### src/rtl/fetch_pkg.sv
// Shared definitions for the nibble-serial instruction fetch front-end.
//   - fetch_state_e : fetch FSM states
//   - ph_w()        : phase-index width for a given nibbles-per-instruction count
//   - Def*          : default parameter values (10-bit PC, 4-bit nibble, 3 nibbles)
package fetch_pkg;

  typedef enum logic [0:0] {
    StFetch,
    StStall
  } fetch_state_e;

  localparam int unsigned DefAddrW = 10;
  localparam int unsigned DefNibW  = 4;
  localparam int unsigned DefNibs  = 3;

  // A phase index never narrower than one bit, even when NIBS is 1.
  function automatic int unsigned ph_w(input int unsigned nibs);
    return (nibs <= 1) ? 1 : $clog2(nibs);
  endfunction

endpackage

### src/rtl/nibble_fetch_unit_if.sv
// Bus bundle of the fetch unit: program-memory request/response and the
// instruction valid/ready output, plus the PC redirect inputs.
//   master : the fetch unit (drives mem_addr/mem_phase and instr_*)
//   slave  : memory + decode side (drives mem_data, instr_ready, jump_*)
interface nibble_fetch_unit_if #(
  parameter int unsigned ADDR_W = fetch_pkg::DefAddrW,
  parameter int unsigned NIB_W  = fetch_pkg::DefNibW,
  parameter int unsigned NIBS   = fetch_pkg::DefNibs
);

  localparam int unsigned PH_W    = fetch_pkg::ph_w(NIBS);
  localparam int unsigned INSTR_W = NIBS * NIB_W;

  logic [ADDR_W-1:0]  mem_addr;
  logic [PH_W-1:0]    mem_phase;
  logic [NIB_W-1:0]   mem_data;
  logic               instr_valid;
  logic               instr_ready;
  logic [INSTR_W-1:0] instr_data;
  logic [ADDR_W-1:0]  instr_pc;
  logic               jump_valid;
  logic [ADDR_W-1:0]  jump_addr;

  modport master (
    output mem_addr,
    output mem_phase,
    input  mem_data,
    output instr_valid,
    input  instr_ready,
    output instr_data,
    output instr_pc,
    input  jump_valid,
    input  jump_addr
  );

  modport slave (
    input  mem_addr,
    input  mem_phase,
    output mem_data,
    input  instr_valid,
    output instr_ready,
    input  instr_data,
    input  instr_pc,
    output jump_valid,
    output jump_addr
  );

endinterface

### src/rtl/fetch_out_reg.sv
// One-entry output buffer holding the assembled instruction for decode.
//   clk_i, rst_i      : clock, synchronous active-high reset
//   load_i            : a new instruction completes this cycle
//   flush_i           : drop any held instruction (PC redirect)
//   ready_i           : decode accepts the held instruction
//   data_i, pc_i      : instruction word and its fetch address to load
//   valid_o, data_o, pc_o : registered buffer contents
// Priority: reset > flush > load > transfer-only.
module fetch_out_reg #(
  parameter int unsigned ADDR_W = 10,
  parameter int unsigned DATA_W = 12
) (
  input  logic              clk_i,
  input  logic              rst_i,
  input  logic              load_i,
  input  logic              flush_i,
  input  logic              ready_i,
  input  logic [DATA_W-1:0] data_i,
  input  logic [ADDR_W-1:0] pc_i,
  output logic              valid_o,
  output logic [DATA_W-1:0] data_o,
  output logic [ADDR_W-1:0] pc_o
);

  logic              valid_q;
  logic [DATA_W-1:0] data_q;
  logic [ADDR_W-1:0] pc_q;

  always_ff @(posedge clk_i) begin
    if (rst_i) begin
      valid_q <= 1'b0;
      data_q  <= '0;
      pc_q    <= '0;
    end else if (flush_i) begin
      valid_q <= 1'b0;
    end else if (load_i) begin
      // Load is only requested when the slot is empty or draining this edge.
      valid_q <= 1'b1;
      data_q  <= data_i;
      pc_q    <= pc_i;
    end else if (valid_q && ready_i) begin
      valid_q <= 1'b0;
    end
  end

  assign valid_o = valid_q;
  assign data_o  = data_q;
  assign pc_o    = pc_q;

endmodule

### src/rtl/nibble_fetch_unit.sv
// Instruction fetch front-end for the nibble-serial CPU. Walks the phase index
// 0..NIBS-1 for the current PC, collects one nibble per cycle from program
// memory, and hands the finished word (tagged with its PC) to decode through a
// one-entry valid/ready buffer. Stalls on the last phase while the buffer is full.
//   clk, rst : clock, synchronous active-high reset
//   bus      : nibble_fetch_unit_if.master (mem_addr/mem_phase out, mem_data in,
//              instr_valid/instr_data/instr_pc out, instr_ready in, jump_* in)
// Build option: define FETCH_JUMP_EN to enable PC redirect via jump_valid/jump_addr;
// otherwise those inputs are ignored and the PC only increments.
module nibble_fetch_unit
  import fetch_pkg::*;
#(
  parameter int unsigned ADDR_W = DefAddrW,
  parameter int unsigned NIB_W  = DefNibW,
  parameter int unsigned NIBS   = DefNibs
) (
  input  logic                clk,
  input  logic                rst,
  nibble_fetch_unit_if.master bus
);

  localparam int unsigned     PH_W    = ph_w(NIBS);
  localparam int unsigned     INSTR_W = NIBS * NIB_W;
  localparam logic [PH_W-1:0] LastPh  = PH_W'(NIBS - 1);

  fetch_state_e       state_q;
  logic [PH_W-1:0]    phase_q;
  logic [ADDR_W-1:0]  addr_q;
  logic [INSTR_W-1:0] asm_q;
  logic [INSTR_W-1:0] asm_d;

  logic               out_valid;
  logic [INSTR_W-1:0] out_data;
  logic [ADDR_W-1:0]  out_pc;

  logic               at_last;
  logic               can_load;
  logic               complete;
  logic               flush;

`ifdef FETCH_JUMP_EN
  assign flush = bus.jump_valid;
`else
  assign flush = 1'b0;
  logic unused_jump;
  assign unused_jump = ^{bus.jump_valid, bus.jump_addr};
`endif

  assign at_last  = (state_q == StStall) || (phase_q == LastPh);
  // The buffer can take a word if it is empty or its contents leave this edge.
  assign can_load = !out_valid || bus.instr_ready;
  assign complete = at_last && can_load && !flush;

  // Current nibble lands in its slot; on the last phase asm_d is the full word.
  always_comb begin
    asm_d = asm_q;
    for (int i = 0; i < NIBS; i++) begin
      if (phase_q == PH_W'(i)) begin
        asm_d[i*NIB_W +: NIB_W] = bus.mem_data;
      end
    end
  end

  always_ff @(posedge clk) begin
    if (rst) begin
      state_q <= StFetch;
      phase_q <= '0;
      addr_q  <= '0;
      asm_q   <= '0;
    end else if (flush) begin
`ifdef FETCH_JUMP_EN
      state_q <= StFetch;
      phase_q <= '0;
      addr_q  <= bus.jump_addr;
      asm_q   <= '0;
`endif
    end else begin
      asm_q <= asm_d;
      if (at_last) begin
        if (can_load) begin
          state_q <= StFetch;
          phase_q <= '0;
          addr_q  <= addr_q + ADDR_W'(1);
        end else begin
          // Hold address and phase; the last nibble is resampled each cycle.
          state_q <= StStall;
        end
      end else begin
        phase_q <= phase_q + PH_W'(1);
      end
    end
  end

  fetch_out_reg #(
    .ADDR_W (ADDR_W),
    .DATA_W (INSTR_W)
  ) u_out_reg (
    .clk_i   (clk),
    .rst_i   (rst),
    .load_i  (complete),
    .flush_i (flush),
    .ready_i (bus.instr_ready),
    .data_i  (asm_d),
    .pc_i    (addr_q),
    .valid_o (out_valid),
    .data_o  (out_data),
    .pc_o    (out_pc)
  );

  assign bus.mem_addr    = addr_q;
  assign bus.mem_phase   = phase_q;
  assign bus.instr_valid = out_valid;
  assign bus.instr_data  = out_data;
  assign bus.instr_pc    = out_pc;

endmodule

### src/flat_wrapper.sv
// flat-port wrapper written by rule: the top's interface ports become plain ports
module nibble_fetch_unit_flat import fetch_pkg::*;
#(
  parameter int unsigned ADDR_W = DefAddrW,
  parameter int unsigned NIB_W  = DefNibW,
  parameter int unsigned NIBS   = DefNibs
)
  (clk, rst, bus_mem_addr, bus_mem_phase, bus_mem_data, bus_instr_valid, bus_instr_ready, bus_instr_data, bus_instr_pc, bus_jump_valid, bus_jump_addr);
  nibble_fetch_unit_if #(.ADDR_W(ADDR_W), .NIB_W(NIB_W), .NIBS(NIBS)) bus_i ();
  input  logic clk;
  input  logic rst;
  output wire logic [$bits(bus_i.mem_addr)-1:0] bus_mem_addr;
  output wire logic [$bits(bus_i.mem_phase)-1:0] bus_mem_phase;
  input wire logic [$bits(bus_i.mem_data)-1:0] bus_mem_data;
  output wire logic [$bits(bus_i.instr_valid)-1:0] bus_instr_valid;
  input wire logic [$bits(bus_i.instr_ready)-1:0] bus_instr_ready;
  output wire logic [$bits(bus_i.instr_data)-1:0] bus_instr_data;
  output wire logic [$bits(bus_i.instr_pc)-1:0] bus_instr_pc;
  input wire logic [$bits(bus_i.jump_valid)-1:0] bus_jump_valid;
  input wire logic [$bits(bus_i.jump_addr)-1:0] bus_jump_addr;
  assign bus_mem_addr = bus_i.mem_addr;
  assign bus_mem_phase = bus_i.mem_phase;
  assign bus_i.mem_data = bus_mem_data;
  assign bus_instr_valid = bus_i.instr_valid;
  assign bus_i.instr_ready = bus_instr_ready;
  assign bus_instr_data = bus_i.instr_data;
  assign bus_instr_pc = bus_i.instr_pc;
  assign bus_i.jump_valid = bus_jump_valid;
  assign bus_i.jump_addr = bus_jump_addr;
  nibble_fetch_unit #(.ADDR_W(ADDR_W), .NIB_W(NIB_W), .NIBS(NIBS)) u_core (.clk(clk), .rst(rst), .bus(bus_i));
endmodule
### config.mk
export PLATFORM = sky130hd
export DESIGN_NAME = nibble_fetch_unit_flat
export DESIGN_NICKNAME = d
export VERILOG_FILES = /design/src/rtl/fetch_pkg.sv /design/src/rtl/nibble_fetch_unit_if.sv /design/src/rtl/fetch_out_reg.sv /design/src/rtl/nibble_fetch_unit.sv /design/src/flat_wrapper.sv
export SDC_FILE = /design/constraint.sdc
export NUM_CORES = 1
export LEC_CHECK = 0
export ABC_CLOCK_PERIOD_IN_PS = 2800
export CORE_UTILIZATION = 50
export DETAILED_ROUTE_END_ITERATION = 10
export PLACE_DENSITY_LB_ADDON = 0.12
export SYNTH_ARGS = -nofsm -noshare
export SYNTH_HDL_FRONTEND = slang
export SYNTH_SLANG_ARGS = --single-unit
### constraint.sdc
create_clock -name clk -period 2.8 [get_ports clk]
set_input_delay 0.84 -clock clk [delete_from_list [all_inputs] [get_ports clk]]
set_output_delay 0.84 -clock clk [all_outputs]
set_load 0.005 [all_outputs]
==> run_results.csv, run 1 <==
group,metric,value,unit
pwr,vdd_ir_drop_max,0.000592,V
critical_path,startpoint,"u_core.bus.mem_addr[2]",
cts,cts_buffers,5,
sta,rsz0062_at_grt,"false",
cts,cts-resized-gates,0,
cts,htree_levels,2,
critical_path,worstSetupPathType,"register to primary output",
logic_synthesis,synth-main-ff-cell,"dfxtp_1",
floorplanning,die_h,62.5,um
logic_synthesis,yosysTopAreaCell,"dfxtp_1",
cts,cts_hold_buf,0,
sta,slew_viol_final,0,
logic_synthesis,synth-xor-area-share,3.83,%
logic_synthesis,synthMuxAreaShare,7.17,%
critical_path,max_stage_delay,0.56,ns
logic_synthesis,ys_seq_area_share,52.5,%
pwr,power.density,662,nW/um2
hold_path,hold_path_class,"register to register",
critical_path,reg2regPathDepth,7,
global_route,grtUsageTotal,20.8,%
sta,fmax,0.441,GHz
logic_synthesis,yosysTopAreaCellShare,52.5,%
global_route,grt_overflow_total,0,
global_route,grt_max_degree,36,
critical_path,crit_cells,1,
floorplanning,core,3420,um2
final_layout,drive_gt1_share,7.63,%
floorplanning,die-area,3910,um2
detailed_routing,routed_wirelength,3.74,mm
final_layout,diodes,0,
critical_path,cp-start-kind,"register",
critical_path,cp-end-kind,"primary output",
detailed_routing,vias,1462,
cts,cts_setup_buffers,0,
flow_run,max_cap_viol_count,0,
critical_path,critPathMaxFanout,7,
logic_synthesis,synth.avg_cell_area,9.35,um2
floorplanning,die_w,62.5,um
cts,clock_latency,0.37,ns
status,status,"finished, final reports clean",
critical_path,reg2reg_slack,0.79,ns
critical_path,crit_chain,"clkdlybuf4s50_1",
critical_path,cp.required,1.96,ns
floorplanning,rows,21,
critical_path,rr_startpoint,"u_core.bus.mem_phase[0]",
pwr,finalPower,1.56,mW
logic_synthesis,synth-edff-count,0,
floorplanning,initial_core_util,53.6,%
cts,clock-sinks,48,
sta,setup_tns,0,ns
detailed_routing,firstDrtPassIters,4,
detailed_routing,drtAntennaViolNets,0,
logic_synthesis,synth_compound_area_share,9.15,%
logic_synthesis,ys_async_sr_fraction,0,%
sta,min_period,2.27,ns
placement,place_area,2270,um2
placement,port_buffers,41,
global_route,grt_pass1_vias,1363,
placement,dp_hpwl,2.70,mm
logic_synthesis,synthAdderAreaFrac,2.73,%
critical_path,cp_top_family,"buffers and inverters",
critical_path,cp_slowest_cell,"clkdlybuf4s50_1",
logic_synthesis,synthesis.area,1830,um2
critical_path,endpoint,"bus_mem_addr[2]",
logic_synthesis,synth_fp_nets,218,
detailed_routing,drt-vias-per-instance,5.18,
final_layout,final_area,2350,um2
sta,finClkSkew,0.0153,ns
cts,cts_buffer_depth,2,
logic_synthesis,netlist-cell-type-count,27,
placement,routabilityCongestion,0.763,
pwr,cellLeakagePower,0.810,nW
logic_synthesis,netlist_instances,196,
global_route,antenna_found_initial,0,
detailed_routing,post_drt_wl_per_cell,13.3,um
final_layout,syn_to_final_growth,28.3,%
sta,max_slew_margin,72.6,%
cts,clockRootBuffer,"clkbuf_4",
sta,tightest_slew,0.411,ns
critical_path,crit_buf_inv,1,
logic_synthesis,synth_area_leaders,"dfxtp_1 52%, nor2_1 7.4%, mux2i_1 6.6%",
logic_synthesis,ys_ff_latch,48,
cts,tritoncts,"built",
floorplanning,io_pins,53,
global_route,grt_pass1_wl,6.36,mm
logic_synthesis,synthSimpleGateAreaFrac,20.2,%
final_layout,nets,257,
cts,cts.clk_slew.worst_paths,0.14,ns
sta,finalCritPeriodShare,81.0,%
critical_path,rr_endpoint,"u_core.u_out_reg.data_o[6]",
sta,hold_viol,0,
detailed_routing,drt-initial-drc-count,69,
critical_path,arrival,1.43,ns
detailed_routing,drc,0,
logic_synthesis,synth_top_family_by_area,"simple AND/OR/NAND/NOR gates",
logic_synthesis,ys_warn_count,0,
sta,finalSetupViolCount,0,
-- cells by family after synthesis --
| group | count (synthesis) |
|---|---|
| and+or+nand+nor | 80 |
| AOI/OAI and AO/OA | 27 |
| buffers and inverters | 16 |
| xor gates and xnor gates | 8 |
| DFF | 48 |
| muxes | 13 |
| adders and majority gates | 4 |
-- power breakdown --
group	switching, mW	total (mW)	internal [mW]	leakage, nW
clock	0.212	0.400	0.187	0.0422
sequential	0.0376	0.788	0.750	0.390
combinational	0.185	0.369	0.184	0.378
-- cells in the final DEF, fill, tap and decap left out, drive strengths merged, types with 5 or more instances in the layout --
cell type      count
clkdlybuf4s50     41
a211oi            12
buf                5
clkbuf             6
nand2             24
nor2              38
xnor2              8
nor4               5
a21oi             13
mux2i             12
dfxtp             48
-- per-layer routing --
layer	routed length, um	global-route usage, %
met3	141	5.47
met1	1600	23.0
met5	0	0
met4	66	8.43
met2	1930	37.6
-- through the flow --
step / hold WS (ns) / std cells / util [%] / setup slack (ns)
2_1_floorplan: 0.453 / 196 / - / 0.964
3_3_place_gp: 0.442 / 274 / 66.6 / 0.368
3_5_place_dp: 0.453 / 274 / 66.6 / 0.339
4_1_cts: 0.472 / 282 / 68.8 / 0.513
5_1_grt: 0.493 / 282 / 68.8 / 0.467
6_report: 0.470 / 282 / 68.8 / 0.532
-- layout make-up --
type	instances	area [um2]
Clock buffer	6	41.3
Timing Repair Buffer	46	460
Tap cell	46	57.6
Inverter	2	7.51
Clock inverter	2	35.0
Fill cell	279	1060
Sequential cell	48	961
Multi-Input combinational cell	132	788
-- registers in the layout, summed over array words and instances (netlist names) --
name,count
u_core.u_out_reg.pc_o,10
u_core.state_q,1
u_core.u_out_reg.data_o,12
u_core.bus.mem_phase,2
u_core.bus.mem_addr,10
u_core.u_out_reg.valid_o,1
u_core.asm_q,12
-- worst min path at each step --
stage	start	end	slack, ns	depth (start not counted)
after detailed placement	u_core.u_out_reg.pc_o[7]	u_core.u_out_reg.pc_o[7]	0.45	2
after global routing	u_core.u_out_reg.pc_o[7]	u_core.u_out_reg.pc_o[7]	0.49	2
after CTS	u_core.u_out_reg.pc_o[7]	u_core.u_out_reg.pc_o[7]	0.47	2
after global placement	u_core.u_out_reg.pc_o[0]	u_core.u_out_reg.pc_o[0]	0.44	2
after floorplan	u_core.u_out_reg.pc_o[0]	u_core.u_out_reg.pc_o[0]	0.45	2
final	u_core.u_out_reg.pc_o[7]	u_core.u_out_reg.pc_o[7]	0.47	2
-- cell usage after synthesis, drive strengths merged, types with 5 or more instances --
master,n
a211oi,12
nand2,24
xnor2,8
clkbuf,6
nor2,38
nor4,5
dfxtp,48
buf,8
mux2i,12
a21oi,13
No activity file was read; power rests on OpenSTA's default activity.
==> inputs of run 2 (changes only) <==
--- a/config.mk
+++ b/config.mk
@@ -5,8 +5,8 @@
 export SDC_FILE = /design/constraint.sdc
 export NUM_CORES = 1
 export LEC_CHECK = 0
-export ABC_CLOCK_PERIOD_IN_PS = 2800
-export CORE_UTILIZATION = 50
+export ABC_CLOCK_PERIOD_IN_PS = 1900
+export CORE_UTILIZATION = 42
 export DETAILED_ROUTE_END_ITERATION = 10
 export PLACE_DENSITY_LB_ADDON = 0.12
 export SYNTH_ARGS = -nofsm -noshare
==> constraint.sdc (replaced) <==
create_clock -name clk -period 1.9 [get_ports clk]
set_input_delay 0.57 -clock clk [delete_from_list [all_inputs] [get_ports clk]]
set_output_delay 0.57 -clock clk [all_outputs]
set_load 0.005 [all_outputs]
==> run 2 against run 1 <==
Power up 49%. Hold slack worse by 0.0063 ns. First-iteration DRC count down 8.7%. Clock power up 51%. Combinational power up 49%. Setup slack worse by 0.48 ns. Clock skew down 0.011 ns. Final cell count up 2.8%. Register-to-register slack worse by 0.53 ns.
==> run_results.csv, run 2 (same netlist as run 1, synthesis figures left out) <==
group,metric,value,unit
cts,cts_buffer_depth,2,
cts,cts_hold_buf,0,
placement,port_buffers,41,
floorplanning,die-area,4630,um2
global_route,antenna_found_initial,0,
critical_path,cp-start-kind,"register",
sta,fmax,0.540,GHz
sta,timing.final.ws_setup,0.0498,ns
global_route,grtUsageTotal,17.1,%
global_route,grt_max_degree,29,
critical_path,worstSetupPathType,"register to primary output",
detailed_routing,vias,1478,
sta,finalCritPeriodShare,97.4,%
placement,dp_cells,282,
critical_path,cp_top_family,"buffers and inverters",
detailed_routing,drc,0,
sta,tightest_slew,0.458,ns
global_route,grt_pass1_wl,5.86,mm
cts,cts.clk_slew.worst_paths,0.08,ns
global_route,grt_overflow_total,0,
pwr,power.density,959,nW/um2
cts,clock-sinks,48,
sta,max_slew_margin,69.3,%
sta,finalSetupViolCount,0,
sta,rsz0062_at_grt,"false",
sta,min_period,1.85,ns
detailed_routing,firstDrtPassIters,4,
cts,htree_levels,2,
critical_path,cp.required,1.33,ns
final_layout,drive_gt1_share,11.3,%
placement,dp_slack,-0.292,ns
placement,routabilityCongestion,0.854,
detailed_routing,drt-initial-drc-count,63,
critical_path,critPathMaxFanout,5,
detailed_routing,drtAntennaViolNets,0,
critical_path,cp-end-kind,"primary output",
cts,clockRootBuffer,"clkbuf_8",
cts,tritoncts,"built",
sta,setup_tns,0,ns
flow_run,max_cap_viol_count,0,
pwr,cellLeakagePower,0.841,nW
floorplanning,io_pins,53,
global_route,grt_pass1_vias,1334,
final_layout,nets,261,
detailed_routing,drt-vias-per-instance,5.10,
floorplanning,die_h,68.0,um
sta,finClkSkew,0.00396,ns
status,status,"finished, final reports clean",
floorplanning,die_w,68.0,um
critical_path,crit_buf_inv,1,
cts,cts_setup_buffers,0,
hold_path,hold_path_class,"register to register",
final_layout,finalNonFillerCells,290,
sta,hold_viol,0,
detailed_routing,routed_wirelength,3.70,mm
pwr,vdd_ir_drop_max,0.000582,V
cts,clock_latency,0.29,ns
cts,cts_buffers,5,
final_layout,layout_commonest_cell,"dfxtp_1",
floorplanning,rows,23,
critical_path,max_stage_delay,0.54,ns
final_layout,final_cell_mix,"46 x dfxtp_1, 41 x clkdlybuf4s50_1, 36 x nor2_1",
floorplanning,initial_core_util,44.8,%
final_layout,n_fill_cell,356,
floorplanning,core,4090,um2
detailed_routing,post_drt_wl_per_cell,12.8,um
placement,dp_hpwl,2.67,mm
critical_path,cp_slowest_cell,"clkdlybuf4s50_1",
critical_path,crit_chain,"clkdlybuf4s50_1",
final_layout,syn_to_final_growth,31.8,%
sta,slew_viol_final,0,
final_layout,diodes,0,
critical_path,arrival,1.28,ns
[run 2: path summary, 6_finish.rpt]
kind / cells after the start / slack, ns / to / from
worst min-delay path: 2 / 0.46 / u_core.u_out_reg.pc_o[8] / u_core.u_out_reg.pc_o[8]
worst max-delay path: 1 / 0.05 / bus_mem_addr[1] / u_core.bus.mem_addr[1]
worst min register to register: 2 / 0.46 / u_core.u_out_reg.pc_o[8] / u_core.u_out_reg.pc_o[8]
worst max register to register: 6 / 0.26 / u_core.u_out_reg.data_o[2] / u_core.bus.mem_phase[0]
[run 2: routing by layer]
metal  track usage [%]  part of all wire, %  wire, um
met2              30.6                   49      1830
met1              18.7                   44      1620
met3              3.83                  4.4       161
met5                 0                    0         0
met4              8.85                  2.5        92
[run 2: what timing repair did]
| action | CTS | global route |
|---|---|---|
| setup endpoints to repair | 2 | 2 |
| pin swaps | 0 | 1 |
| hold endpoints to repair | 0 | 0 |
| resized for setup | 2 | 2 |
[run 2: tightest hold or removal path, delay by kind of cell, from the launching register on]
family,cells,cell delay [ns]
AO/OA/AOI/OAI,1,0.05
flip-flops,1,0.32
AND/OR/NAND/NOR,1,0.05
[run 2: layout make-up]
class,count,area [um2],share of cell area (%)
flip-flops and latches,48,963,39.9
multi-input cells,132,797,33.0
repair buffers,50,490,20.3
clock buffers,6,82.6,3.42
well taps,50,62.6,2.59
clock inverters,2,10.0,0.415
inverters,2,7.51,0.311
[run 2: stage by stage]
step	util (%)	power, mW	hold WS, ns	cell area, um2
2_1_floorplan	-	1.51	0.453	1830
3_5_place_dp	56.5	1.73	0.453	2310
5_1_grt	59.1	2.44	0.484	2410
6_report	59.1	2.31	0.463	2410
3_3_place_gp	56.5	1.72	0.443	2310
4_1_cts	58.9	2.34	0.465	2410
[run 2: power breakdown]
part	internal (mW)	total, mW	leakage [nW]	switching, mW
Combinational	0.281	0.550	0.398	0.269
Clock	0.290	0.605	0.0510	0.315
Sequential	1.11	1.16	0.391	0.0537
Total	1.68	2.31	0.841	0.637
==> RTL change 1: new RTL, settings of run 2 <==
The option `FETCH_JUMP_EN` is turned on by a define.
--- a/src/rtl/nibble_fetch_unit.sv
+++ b/src/rtl/nibble_fetch_unit.sv
@@ -7,6 +7,8 @@
 //              instr_valid/instr_data/instr_pc out, instr_ready in, jump_* in)
 // Build option: define FETCH_JUMP_EN to enable PC redirect via jump_valid/jump_addr;
 // otherwise those inputs are ignored and the PC only increments.
+`define FETCH_JUMP_EN
+
 module nibble_fetch_unit
   import fetch_pkg::*;
 #(
Formal check against the unedited RTL: not equivalent (a bounded check fails within 4 cycles, from zero or initial values and one cycle with rst high).
==> RTL change 1 against run 2 <==
- setup slack gained 0.032 ns
- routed wire length grew 16%
- area after synthesis rose by 12%
- sequential cell count stayed put
- cell area increased by 19%
- synthesized cell count up 1.5%
- critical path type unchanged
- largest cell class is now multi-input combinational cells
Power is not compared: it rests on default switching activity, and its combinational part moved more than twofold at a synthesized area within 25%.
==> RTL change 1: results (changes against run 2) <==
| Metric | Value |
|---|---|
| Vias | 1632 (+10%) |
| CP arrival | 1.25 ns (-0.03 ns) |
| Worst clock skew | 0.00744 ns (+0.00349 ns) |
| Seq/Total Area, Yosys | 46.7% (-5.7 points) |
| DR iter-0 viols | 48 (-24%) |
| Cell variety after synth | 36 (+33%) |
| Syn Nets | 221 (+1.4%) |
| DRT met1 WL | 2080 um (+29%) |
| Worst slew pin tran | 0.354 ns (-0.104 ns) |
| DP Worst Slack | -0.166 ns (+0.126 ns) |
| Via density | 4.92 (-3.5%) |
| DR WL/cell | 13.0 um (+1.6%) |
| Commonest cells post-synth | dfxtp_1 (48), nor2_1 (46), mux2i_1 (22) |
| Post-CTS Resized | 0 (-2) |
| Synth area leaders | dfxtp_1 (47%), mux2i_1 (11%), nor2_1 (8.4%) |
| Status | complete, no violations |
| Largest net degree at the start of global routing | 18 (-38%) |
| HPWL Detailed | 3120 um (+17%) |
| Fraction of layout instances using a drive strength above 1 | 19.6% (+8.4 points) |
| Final net count | 288 (+10%) |
| Synth Area per Inst | 10.3 um^2 (+11%) |
| Total track usage | 17.9% (+0.76 points) |
| DR WL met2 | 1970 um (+7.8%) |
| Placed Cells | 326 (+16%) |
| Placed Area | 2760 um^2 (+20%) |
| Met3 Use GR | 5.00% (+1.2 points) |
| Met2 Usage GRT | 27.7% (-3.0 points) |
## RTL change 1: changes by cell type after synthesis, sizes merged, moves of 5 or more
cell    delta
a21oi     -11
inv        +5
mux2i     +10
a211oi     +7
nand2     -21
nor2       +9
## RTL change 1: kinds of logic (layout without fill, tap and decap cells)
family | Yosys count | after routing | share of synthesized area [%]
AO/OA/AOI/OAI | 31 | 31 | 14.6
buffers and inverters | 21 | 87 | 5.72
adder cells (fa/ha/maj) | 4 | 4 | 2.43
flip-flops | 48 | 48 | 46.7
multiplexers | 22 | 22 | 10.7
AND/OR/NAND/NOR | 68 | 68 | 17.7
XOR/XNOR | 5 | 5 | 2.13
## RTL change 1: final cells by class
type | instances | area, um^2
multi-input cells | 130 | 978
flip-flops and latches | 48 | 962
well taps | 67 | 83.8
clock inverters | 1 | 30.0
clock buffers | 5 | 68.8
inverters | 7 | 26.3
fillers | 437 | 1860
repair buffers | 74 | 711
## RTL change 1: path summary, 6_finish.rpt
| check | cells past startpoint | slack [ns] | start | to |
|---|---|---|---|---|
| min | 2 | 0.50 | u_core.u_out_reg.pc_o[4]$_SDFFE_PP0P_ | u_core.u_out_reg.pc_o[4]$_SDFFE_PP0P_ |
| max | 1 | 0.08 | u_core.bus.mem_addr[0]$_SDFFE_PP0P_ | bus_mem_addr[0] |
| min reg2reg | 2 | 0.50 | u_core.u_out_reg.pc_o[4]$_SDFFE_PP0P_ | u_core.u_out_reg.pc_o[4]$_SDFFE_PP0P_ |
| max reg2reg | 6 | 0.16 | u_core.bus.mem_phase[0]$_SDFFE_PP0P_ | u_core.bus.mem_addr[9]$_SDFFE_PP0P_ |
==> RTL change 2: new RTL, settings of run 2 <==
Without the edit above. Reset style: asynchronous (`rst` and `rst_i`), changed in 2 clocked blocks. Comments in the files are not updated.
--- a/src/rtl/fetch_out_reg.sv
+++ b/src/rtl/fetch_out_reg.sv
@@ -26,7 +26,7 @@
   logic [DATA_W-1:0] data_q;
   logic [ADDR_W-1:0] pc_q;
 
-  always_ff @(posedge clk_i) begin
+  always_ff @(posedge clk_i or posedge rst_i) begin
     if (rst_i) begin
       valid_q <= 1'b0;
       data_q  <= '0;
--- a/src/rtl/nibble_fetch_unit.sv
+++ b/src/rtl/nibble_fetch_unit.sv
@@ -61,7 +61,7 @@
     end
   end
 
-  always_ff @(posedge clk) begin
+  always_ff @(posedge clk or posedge rst) begin
     if (rst) begin
       state_q <= StFetch;
       phase_q <= '0;
Behaviour: differs if rst is asserted again (counterexample within 4 cycles, from zero or initial values and one cycle with rst high); with rst held inactive, the same outputs for 10 cycles.
==> RTL change 2 against run 2 <==
- area after synthesis is 4.4% higher
- final cell count is 22% lower
- setup slack better by 0.0034 ns
- sequential share of layout area is 6.7 points higher
- sequential cell count stayed put
- cell area is 7.1% higher
- routed wire length is 11% lower
- global-route usage is 0.88 points lower
Power is not compared: it rests on default switching activity, and its combinational part moved more than twofold at a synthesized area within 25%.
==> RTL change 2: results (changes against run 2) <==
| Metric | Value |
|---|---|
| Buffering overhead | 19.4% (-0.95 points) |
| Register Area | 1200 um^2 (+25%) |
| R2R Path Start | u_core.bus.mem_phase[0]$_DFFE_PP0P_ |
| DR WL met2 | 1520 um (-17%) |
| Hold path startpoint | u_core.bus.mem_addr[9]$_DFFE_PP0P_ |
| Clkbuf count | 7 (+1) |
| Fraction of layout instances using a drive strength above 1 | 33.1% (+22 points) |
| Commonest cells post-synth | dfrtp_1 (48), mux2_2 (36), xnor2_1 (6) |
| Status | complete, no violations |
| DRT met1 WL | 1590 um (-1.4%) |
| Clock buf/inv share | 4.89% (+1.1 points) |
| Inverters | 3 (+1) |
| WHS Endpoint | u_core.bus.mem_addr[9]$_DFFE_PP0P_ |
| CP endpoint | bus_mem_addr[4] |
| Total track usage | 16.3% (-0.88 points) |
| Predominant post-synthesis flop cell | dfrtp_1 |
| Vias | 1109 (-25%) |
| WHS Path Cells | 1 (-1) |
| Via density | 4.89 (-4.1%) |
| Critical path peak fanout | 6 (+1) |
| # fillers | 333 (-6.5%) |
| Synth area leaders | dfrtp_1 (63%), mux2_2 (21%), xnor2_1 (2.7%) |
| Multi-In Gates | 68 (-48%) |
| Min Hold Slack | 0.489 ns (+0.0255 ns) |
| Global placer's final weighted congestion | 0.731 (-14%) |
| Met3 WL | 129 um (-20%) |
[RTL change 2: per-layer routing]
| metal | vias to the layer above | GRT usage [%] |
|---|---|---|
| met1 | 551 | 22.5 |
| li1 | 524 | - |
| met4 | 0 | 6.12 |
| met2 | 28 | 24.8 |
| met5 | - | 0 |
| met3 | 6 | 4.07 |
[RTL change 2: timing repair]
action | in CTS | in global routing
resized for setup | 0 | 2
hold endpoints to repair | 0 | 0
endpoints found under the setup margin | 0 | 2
[RTL change 2: power groups by stage]
stage	logic (uW)	registers [uW]	clock network, uW
after floorplan	1010	1730	0
after global placement	1890	1720	0
after detailed placement	1950	1750	0
after CTS	1950	1730	809
after global routing	2100	1800	850
final	1920	1730	791
[RTL change 2: logic make-up after synthesis]
logic type	share of synthesized area, %
flops	62.8
mux	21.2
simple gates	7.00
xor+xnor	4.12
buf+inv	1.77
fa+ha+maj	2.62
compound gates	0.458
